### config.mk
export PLATFORM = sky130hd
export DESIGN_NAME = prio_readout_arbiter_flat
export DESIGN_NICKNAME = d
export VERILOG_FILES = /design/src/rtl/prio_readout_arbiter_pkg.sv /design/src/rtl/prio_readout_arbiter_if.sv /design/src/rtl/prio_readout_arbiter_rr_find.sv /design/src/rtl/prio_readout_arbiter.sv /design/src/flat_wrapper.sv
export SDC_FILE = /design/constraint.sdc
export NUM_CORES = 1
export LEC_CHECK = 0
export CAP_MARGIN = 5
export CORE_MARGIN = 1
export CORE_UTILIZATION = 40
export DETAILED_ROUTE_END_ITERATION = 10
export DONT_BUFFER_PORTS = 1
export PLACE_DENSITY = 0.54
export SETUP_SLACK_MARGIN = 0.5
export SLEW_MARGIN = 30
export SYNTH_ARGS = -nofsm -noshare
export SYNTH_HDL_FRONTEND = slang
export SYNTH_SLANG_ARGS = --single-unit
### constraint.sdc
create_clock -name clk -period 5.5 [get_ports clk]
set_input_delay 1.1 -clock clk [delete_from_list [all_inputs] [get_ports clk]]
set_output_delay 1.1 -clock clk [all_outputs]
set_load 0.01 [all_outputs]
### src/rtl/prio_readout_arbiter_pkg.sv
// Shared types and helpers for the priority readout arbiter.
// Holds the FSM state enum, the "no selection" code and the select-width helper.
package prio_readout_pkg;

    typedef enum logic [1:0] {
        IDLE,
        ARB,
        GRANT
    } state_e;

    // Truncate to the select width at the use site to get all-ones.
    localparam logic [31:0] SEL_NONE = '1;

    function automatic int sel_width(input int n);
        return $clog2(n + 1);
    endfunction

endpackage

### src/rtl/prio_readout_arbiter_if.sv
// Readout handshake bundle between the block flags, the arbiter and the mux.
// master: arbiter side (drives sel_oh/sel/valid/none[/beat_cnt]); slave: consumer.
// beat_cnt and CNT_W exist only when PRIO_READOUT_STATS_EN is defined.
interface prio_readout_arbiter_if
    import prio_readout_pkg::*;
#(
    parameter int N_CH = 12
`ifdef PRIO_READOUT_STATS_EN
    , parameter int CNT_W = 16
`endif
);
    localparam int SEL_W = sel_width(N_CH);

    logic              start;
    logic [N_CH-1:0]   has_dat;
    logic              rr_mode;
    logic              ready;
    logic [N_CH-1:0]   sel_oh;
    logic [SEL_W-1:0]  sel;
    logic              valid;
    logic              none;

`ifdef PRIO_READOUT_STATS_EN
    logic [CNT_W-1:0]  beat_cnt;

    modport master (
        input  start, has_dat, rr_mode, ready,
        output sel_oh, sel, valid, none, beat_cnt
    );
    modport slave (
        output start, has_dat, rr_mode, ready,
        input  sel_oh, sel, valid, none, beat_cnt
    );
`else
    modport master (
        input  start, has_dat, rr_mode, ready,
        output sel_oh, sel, valid, none
    );
    modport slave (
        output start, has_dat, rr_mode, ready,
        input  sel_oh, sel, valid, none
    );
`endif

endinterface

### src/rtl/prio_readout_arbiter_rr_find.sv
// Rotating find-first: first set has_dat bit at or above ptr, wrapping.
// Ports: has_dat, ptr in; hit, idx (binary), oh (one-hot) out.
module prio_rr_find #(
    parameter int N_CH = 12,
    parameter int PW   = 4
) (
    input  logic [N_CH-1:0] has_dat,
    input  logic [PW-1:0]   ptr,
    output logic            hit,
    output logic [PW-1:0]   idx,
    output logic [N_CH-1:0] oh
);
    logic [N_CH-1:0] rot;
    logic [PW-1:0]   off;
    logic [PW:0]     sum;

    // rot[i] == has_dat[(ptr + i) mod N_CH]
    assign rot = N_CH'({has_dat, has_dat} >> ptr);

    always_comb begin
        hit = 1'b0;
        off = '0;
        for (int i = 0; i < N_CH; i++) begin
            if (!hit && rot[i]) begin
                hit = 1'b1;
                off = PW'(i);
            end
        end
    end

    assign sum = {1'b0, ptr} + {1'b0, off};
    assign idx = (sum >= (PW + 1)'(N_CH)) ? PW'(sum - (PW + 1)'(N_CH)) : PW'(sum);
    assign oh  = hit ? (N_CH'(1) << idx) : '0;

endmodule

### src/rtl/prio_readout_arbiter.sv
// Picks the next non-empty memory block and holds it for a burst of beats.
// Ports: clk, reset (async, active-high), bus (master modport of the handshake).
// Optional PRIO_READOUT_STATS_EN adds a saturating accepted-beat counter.
module prio_readout_arbiter
    import prio_readout_pkg::*;
#(
    parameter int N_CH      = 12,
    parameter int MAX_BURST = 8
`ifdef PRIO_READOUT_STATS_EN
    , parameter int CNT_W   = 16
`endif
) (
    input  logic clk,
    input  logic reset,
    prio_readout_arbiter_if.master bus
);
    localparam int SEL_W = sel_width(N_CH);
    localparam int PW    = $clog2(N_CH);
    localparam int BW    = (MAX_BURST > 1) ? $clog2(MAX_BURST) : 1;
    localparam logic [BW-1:0]    LAST   = BW'((MAX_BURST == 0) ? 0 : MAX_BURST - 1);
    localparam logic [SEL_W-1:0] NO_SEL = SEL_NONE[SEL_W-1:0];
    localparam logic [PW-1:0]    TOP    = PW'(N_CH - 1);

    state_e           state;
    logic             grant_q;
    logic             mode_q;
    logic             none_q;
    logic [N_CH-1:0]  sel_oh_q;
    logic [SEL_W-1:0] sel_q;
    logic [PW-1:0]    rr_ptr;
    logic [BW-1:0]    burst_cnt;

    logic [PW-1:0]    find_ptr;
    logic [PW-1:0]    find_idx;
    logic [N_CH-1:0]  find_oh;
    logic             find_hit;
    logic [PW-1:0]    cur;
    logic             sel_has;
    logic             beat;
    logic             burst_end;

    // Fixed priority is a rotating search that always starts at block 0.
    assign find_ptr = bus.rr_mode ? rr_ptr : '0;

    prio_rr_find #(
        .N_CH (N_CH),
        .PW   (PW)
    ) u_find (
        .has_dat (bus.has_dat),
        .ptr     (find_ptr),
        .hit     (find_hit),
        .idx     (find_idx),
        .oh      (find_oh)
    );

    // sel_oh is zero without a grant, so this also covers the no-grant case.
    assign sel_has   = |(bus.has_dat & sel_oh_q);
    assign beat      = grant_q & sel_has & bus.ready;
    assign burst_end = (MAX_BURST != 0) && (burst_cnt == LAST);
    assign cur       = sel_q[PW-1:0];

    assign bus.sel_oh = sel_oh_q;
    assign bus.sel    = sel_q;
    assign bus.valid  = grant_q & sel_has;
    assign bus.none   = none_q;

    always_ff @(posedge clk or posedge reset) begin
        if (reset) begin
            state     <= IDLE;
            grant_q   <= 1'b0;
            mode_q    <= 1'b0;
            none_q    <= 1'b0;
            sel_oh_q  <= '0;
            sel_q     <= NO_SEL;
            rr_ptr    <= '0;
            burst_cnt <= '0;
        end else if (bus.start) begin
            state     <= ARB;
            grant_q   <= 1'b0;
            sel_oh_q  <= '0;
            sel_q     <= NO_SEL;
            rr_ptr    <= '0;
            burst_cnt <= '0;
        end else begin
            unique case (state)
                IDLE: ;
                ARB: begin
                    if (find_hit) begin
                        state     <= GRANT;
                        grant_q   <= 1'b1;
                        mode_q    <= bus.rr_mode;
                        none_q    <= 1'b0;
                        sel_oh_q  <= find_oh;
                        sel_q     <= SEL_W'(find_idx);
                        burst_cnt <= '0;
                    end else begin
                        none_q <= 1'b1;
                        sel_q  <= NO_SEL;
                    end
                end
                GRANT: begin
                    if (beat) begin
                        burst_cnt <= burst_cnt + 1'b1;
                    end
                    if ((beat && burst_end) || !sel_has) begin
                        state    <= ARB;
                        grant_q  <= 1'b0;
                        sel_oh_q <= '0;
                        sel_q    <= NO_SEL;
                        if (mode_q) begin
                            rr_ptr <= (cur == TOP) ? '0 : cur + 1'b1;
                        end
                    end
                end
                default: state <= IDLE;
            endcase
        end
    end

`ifdef PRIO_READOUT_STATS_EN
    logic [CNT_W-1:0] beat_cnt;

    // A beat in the start cycle is accepted downstream but not counted.
    always_ff @(posedge clk or posedge reset) begin
        if (reset) begin
            beat_cnt <= '0;
        end else if (bus.start) begin
            beat_cnt <= '0;
        end else if (beat && (beat_cnt != '1)) begin
            beat_cnt <= beat_cnt + 1'b1;
        end
    end

    assign bus.beat_cnt = beat_cnt;
`endif

endmodule
### src/flat_wrapper.sv
// flat-port wrapper written by rule: the top's interface ports become plain ports
module prio_readout_arbiter_flat import prio_readout_pkg::*;
#(
    parameter int N_CH      = 12,
    parameter int MAX_BURST = 8

)
  (clk, reset, bus_start, bus_has_dat, bus_rr_mode, bus_ready, bus_sel_oh, bus_sel, bus_valid, bus_none);
  prio_readout_arbiter_if #(.N_CH(N_CH)) bus_i ();
  input  logic clk;
  input  logic reset;
  input wire logic [$bits(bus_i.start)-1:0] bus_start;
  input wire logic [$bits(bus_i.has_dat)-1:0] bus_has_dat;
  input wire logic [$bits(bus_i.rr_mode)-1:0] bus_rr_mode;
  input wire logic [$bits(bus_i.ready)-1:0] bus_ready;
  output wire logic [$bits(bus_i.sel_oh)-1:0] bus_sel_oh;
  output wire logic [$bits(bus_i.sel)-1:0] bus_sel;
  output wire logic [$bits(bus_i.valid)-1:0] bus_valid;
  output wire logic [$bits(bus_i.none)-1:0] bus_none;
  assign bus_i.start = bus_start;
  assign bus_i.has_dat = bus_has_dat;
  assign bus_i.rr_mode = bus_rr_mode;
  assign bus_i.ready = bus_ready;
  assign bus_sel_oh = bus_i.sel_oh;
  assign bus_sel = bus_i.sel;
  assign bus_valid = bus_i.valid;
  assign bus_none = bus_i.none;
  prio_readout_arbiter #(.N_CH(N_CH), .MAX_BURST(MAX_BURST)) u_core (.clk(clk), .reset(reset), .bus(bus_i));
endmodule
* After elaboration in Yosys (flattened, before gate mapping) *
Cells that the tools add are included.
Widths: inputs -> output; s select.

word-level totals
  flip-flop bits (word level) = 28
  bits in latches = 0
  RAM bits = 0
  bits in read-only memories = 0
  output and inout port bits = 18
  logic and storage cells = 116
  memories kept = 0

operators by class
  add/sub/neg operators = 4
  multipliers = 0
  divide/modulo/power cells = 0
  magnitude comparators = 1
  eq/ne operators = 8
  shifts and indexed selects = 2
  muxes and demuxes = 51
  bitwise logic cells = 4
  reductions and logical operators = 38

operators with widths
  operator              count
  $mux 4                20
  $mux 12               3
  $pmux 12 s2           1
  $shr 24x4->12         1
  $mux 1                17
  $reduce_and 3->1      5
  $and 12x12->12        1
  $logic_and 1x1->1     12
  $logic_not 1->1       12
  $reduce_or 12->1      1
  $shl 1x4->12 const A  1
  $mux 3                3
  $ne 3x2->1 const B    3
  $pmux 4 s2            1
  $mux 2                3
  $pmux 2 s3            1
  $pmux 3 s2            1
  $reduce_bool 2->1     3
  $add 4x4->5           1
  $ge 5x4->1 const B    1
  $add 4x1->4 const B   1
  $eq 4x4->1 const B    1
  $reduce_and 2->1      2
  $sub 4x4->4 const B   1
  11 further kinds      12

* Depth between registers and ports, before layout *
  depth after elaboration = 43
  mapped depth = 24
  depth with buffers taken out = 21

* Cells and area by module *
Synthesis repeated with hierarchy kept, for this count alone.

unflattened totals
  cell total of the unflattened synthesis = 298
  area, all modules = 2778.9 um^2

modules (own cells, without submodules)
  module                times used  cells an instance  area an instance (um^2)  sequential area each (um^2)
  prio_rr_find          1           174                1423.9                   0.0
  prio_readout_arbiter  1           124                1355.0                   705.7

* Worst setup path after synthesis *
No wires, ideal clock.

  kind = input to register
  start point = input bus_rr_mode
  end point = register u_core.sel_oh_q[0], in the netlist u_core.bus.sel_oh[0]
  library setup time = 0.131 ns
  data arrival time = 4.768 ns
  required time = 5.369 ns
  path slack = 0.600 ns
  stages = 20
  path buffers = 1
  cell sequence = buf_2 > nand3b_1 > o32ai_1 > a2111o_1 > nor2b_1 > a21oi_1 > nor3_1 > a221o_1 > ha_1 > inv_1 > fa_1 > xor2_1 > inv_1 > ha_1 > a31oi_1 > nand2_1 > nor2_1 > nor3_1 > o21ai_0 > o2bb2ai_1

on the way
  cells in the longest elaborated chain, start to end = 43
  elaborated cells between the ends (all ways) = 57
  classes of those cells = add/sub (2); order compare (1); eq/ne (1); shift (2); mux (28); reduce/logical (23)

RTL lines
  element                                           RTL line                            source
  from (decl)                                       flat_wrapper.sv:14                  input wire logic [$bits(bus_i.rr_mode)-1:0] bus_rr_mode;
  $mux 4 *                                          prio_readout_arbiter.sv:43          assign find_ptr = bus.rr_mode ? rr_ptr : '0;
  $shr 24x4->12                                     prio_readout_arbiter_rr_find.sv:18  assign rot = N_CH'({has_dat, has_dat} >> ptr);
  $mux 1                                            prio_readout_arbiter_rr_find.sv:24  if (!hit && rot[i]) begin
  $logic_not 1->1                                   prio_readout_arbiter_rr_find.sv:24
  $logic_and 1x1->1                                 prio_readout_arbiter_rr_find.sv:24
  $mux 1                                            prio_readout_arbiter_rr_find.sv:24
  $logic_not 1->1                                   prio_readout_arbiter_rr_find.sv:24
  $logic_and 1x1->1                                 prio_readout_arbiter_rr_find.sv:24
  [... 27 more ...]                                 n/a
  $mux 4                                            prio_readout_arbiter_rr_find.sv:24
  $add 4x4->5                                       prio_readout_arbiter_rr_find.sv:31  assign sum = {1'b0, ptr} + {1'b0, off};
  $sub 4x4->4 / $ge 5x4->1 (equally long branches)  prio_readout_arbiter_rr_find.sv:32  assign idx = (sum >= (PW + 1)'(N_CH)) ? PW'(sum - (PW + 1)'(N_CH)) : PW'(sum);
  $mux 4                                            prio_readout_arbiter_rr_find.sv:32
  $shl 1x4->12                                      prio_readout_arbiter_rr_find.sv:33  assign oh = hit ? (N_CH'(1) << idx) : '0;
  $mux 12                                           prio_readout_arbiter.sv:88          if (find_hit) begin
  $pmux 12 s2                                       prio_readout_arbiter.sv:85          unique case (state)
  $mux 12                                           prio_readout_arbiter.sv:77          end else if (bus.start) begin
  to (signal assigned)                              prio_readout_arbiter.sv:93          sel_oh_q <= find_oh;
  to (decl)                                         prio_readout_arbiter.sv:28          logic [N_CH-1:0] sel_oh_q;

Every way passes the cells marked *; elsewhere a longest branch is shown, timed or not. The select of a mux whose other input is x is not followed.
A chain may end at the register's enable or synchronous reset.

* Worst setup path after layout *
  start point = input bus_rr_mode
  end point = register u_core.sel_oh_q[6], in the netlist u_core.bus.sel_oh[6]

Same word-level chain as after synthesis.

==> impl_metrics.toml <==
[run_status]
outcome = "complete, no violations"

[routing]
postRouteAntennaNets = 0
drc = 0
routed-via-count = 2527
dr.first_iter.drc_count = 262
avgViaCountPerCell = 6.60
firstDrtPassIters = 4
wl_um = 7820
wl_per_cell_um = 20.4

[placed_design]
place.port_buffers = 0
gp_congestion = 0.935
dp_slack_ns = 0.231
dpl.hpwl_um = 5900
placed_area_um2 = 2650

[clocking]
cts_buffer_depth = 2
htreeDepth = 1
clkSinkCount = 28
cts_hold_buf = 0
cts_made_buffers = 3
cts_root_buffer = "clkbuf_8"
clkTransAtPathRegs_ns = 0.09
cts_tree = "yes"
insertion_delay_ns = 0.27

[die]
rows = 29
die_area_um2 = 6840
design.core.area_um2 = 6310
pin_count = 35
die_w_um = 82.7
initial_core_util_pct = 41.3
die_y_um = 82.7

[logic_synthesis]
synthesis.area_um2 = 2610
ys_seq_elements = 28
synthTopCellsByArea = "dfrtp_1, o2bb2ai_1, dfstp_2, mux2_2, ha_1"
synth.net_count = 334
avgSynthCellArea_um2 = 8.46
synth_top_area_cell = "dfrtp_1"
synth_edf_count = 0
synth_cell_type_count = 67
seq_area_frac_synth_pct = 27.1
synth_async_sr_flop_share_pct = 100
synthCells = 308
synth_top_area_share_pct = 23.0
synth_warnings = 0
synthFlopType = "dfrtp_1"

[worst_setup_path]
critPathCaptureType = "flop"
start_kind = "primary input"
crit_slowest_cell = "fa_1"
slowest_delay_ns = 0.41
cp_max_fo = 31
path_cells = "nand3b_1 -> buf_4 -> o22ai_1 -> a211o_1 -> nor3b_1 -> a21oi_2 -> nor3_1 -> a221o_1 -> ha_1 -> inv_1 -> fa_1 -> xor2_2 -> inv_1 -> ha_1 -> a31oi_1 -> nand2_1 -> nor2_1 -> nand2_1 -> o21ai_0 -> nand2_1 -> o2bb2ai_1"
worst_path_most_repeated_cell = "nand2_1"
crit_type = "primary input to flop"
crit_arrival_ns = 4.87
cp.required_ns = 5.70

[pwr]
pwr-share-comb_pct = 24.9
power.switching_uw = 155
pwr-share-seq_pct = 44.7
p_sw_share_pct = 29.5
design_power_total_uw = 527
worst_ir_drop_vdd_mv = 0.129
p_leak_nw = 1.17
cellPowerDensity_nw_per_um2 = 186
clkPwrFrac_pct = 30.3
p_int_uw = 371

[finish]
nets = 333
regArea_um2 = 711
finalInstanceArea_um2 = 2830
multi_input_area_um2 = 1830
antenna_cells = 0
fill_cells = 648
layout-drive-gt1-share_pct = 18.6
area.growth.synth_to_final_pct = 8.69

[sta]
layout_setup_ws_ns = 0.833
finClkSkew_ns = 0.00555
worst_pin_slew_ns = 0.571
rsz0062_at_grt = "no"
post-route-period-util_pct = 84.9
final-setup-viol-count = 0
hold_viol_final = 0
slew_viol_final = 0
fmax_mhz = 214
finalCriticalPeriod_ns = 4.67
maxSlewHeadroom_pct = 61.9
tns_ns = 0

[grt]
grt_start_max_net_pins = 32
antenna_found_initial = 0
overflow = 0
first_global_vias = 2362
grt.total_usage_pct = 24.2
grt_pass1_wl_um = 12400

[min_path]
min_path_type = "flop to flop"

[flow_run]
drv_cap = 0
[synth_stat cells, types with 4 or more instances]
cell	instances
nor3_1	8
nor2_1	20
dfrtp_1	24
nand2b_1	7
o22ai_1	10
nor2b_1	6
mux2i_1	10
nand3_1	16
nand2_1	23
o2bb2ai_1	13
a22o_1	6
mux2_2	9
clkbuf_1	4
buf_2	7
ha_1	8
dfstp_2	4
and3_1	5
o211ai_1	4
or2_2	6
a31oi_1	5
a21oi_1	19
o21ai_0	10
inv_1	14
nand3b_1	6
[final timing paths]
kind                                startpoint                    to  slack, ns  depth (start not counted)
max                                bus_rr_mode  u_core.bus.sel_oh[6]       0.83                         21
min                        u_core.burst_cnt[1]   u_core.burst_cnt[1]       0.51                          1
max reg2reg                   u_core.rr_ptr[2]  u_core.bus.sel_oh[6]       0.87                         20
min reg2reg                u_core.burst_cnt[1]   u_core.burst_cnt[1]       0.51                          1
max in group asynchronous                reset      u_core.rr_ptr[0]       4.32                          1
min in group asynchronous                reset       u_core.bus.none       0.75                          1
[sequential cells by signal, indices dropped and copies added (netlist names)]
name / flops
u_core.state: 2
u_core.bus.sel_oh: 12
u_core.bus.none: 1
u_core.grant_q: 1
u_core.rr_ptr: 4
u_core.burst_cnt: 3
u_core.bus.sel: 4
u_core.mode_q: 1
[power groups by stage]
stage                     clock network [mW]  logic, mW  registers (mW)
final                                  0.160      0.131           0.236
after global routing                   0.172      0.146           0.238
after CTS                              0.164      0.123           0.235
after detailed placement                   0      0.122           0.239
after global placement                     0      0.123           0.239
after floorplan                            0      0.103           0.233
[layout by cell type (no fill, tap or decap), drive strengths merged, types with 11 or more instances in the layout]
master / Yosys / final
dfrtp: 24 / 24
nor2: 20 / 20
a21oi: 19 / 19
nand2: 23 / 23
o21ai: 12 / 12
inv: 14 / 14
mux2i: 11 / 11
nand3: 16 / 16
o2bb2ai: 13 / 13
[layout make-up]
type / instances / area share [%]
multi-input combinational: 250 / 64.6
sequential: 28 / 25.1
tap: 77 / 3.40
timing repair buffer: 9 / 2.39
inverter: 15 / 1.99
clock buffer: 3 / 1.46
clock inverter: 1 / 1.06
[per-layer routing]
metal	wire length, µm	GRT usage [%]	up-vias
met5	0	0	-
met4	157	7.59	0
met3	479	4.18	16
met2	3580	37.9	97
met1	3610	33.8	1231
li1	-	-	1183
[critical path: cells and delay by family]
| family | cells | cell delay [ns] |
|---|---|---|
| xor+xnor | 1 | 0.22 |
| simple gates | 7 | 1.21 |
| fa+ha+maj | 3 | 0.77 |
| compound gates | 7 | 1.16 |
| buf+inv | 3 | 0.39 |
[logic make-up after synthesis]
group / count (synthesis) / synth area share, %
AO/OA/AOI/OAI: 104 / 29.8
AND/OR/NAND/NOR: 114 / 23.3
buffers and inverters: 30 / 5.52
adder cells (fa/ha/maj): 9 / 4.61
flip-flops: 28 / 27.1
XOR/XNOR: 2 / 0.672
multiplexers: 21 / 9.03
[per-stage QoR]
step	util (%)	instances	hold slack, ns
global placement	42.0	375	0.492
finish	44.9	383	0.508
global route	44.9	383	0.528
floorplan	-	308	0.470
detailed placement	42.0	375	0.492
CTS	43.2	379	0.514
[timing repair]
| item | 4_1_cts | 5_1_grt |
|---|---|---|
| gates cloned | 0 | 0 |
| gates resized for setup | 1 | 19 |
| setup endpoints to repair | 4 | 14 |
| buffers inserted | 0 | 4 |
| pin swaps | 0 | 2 |
Note: power is estimated with default switching activity, not from simulation.
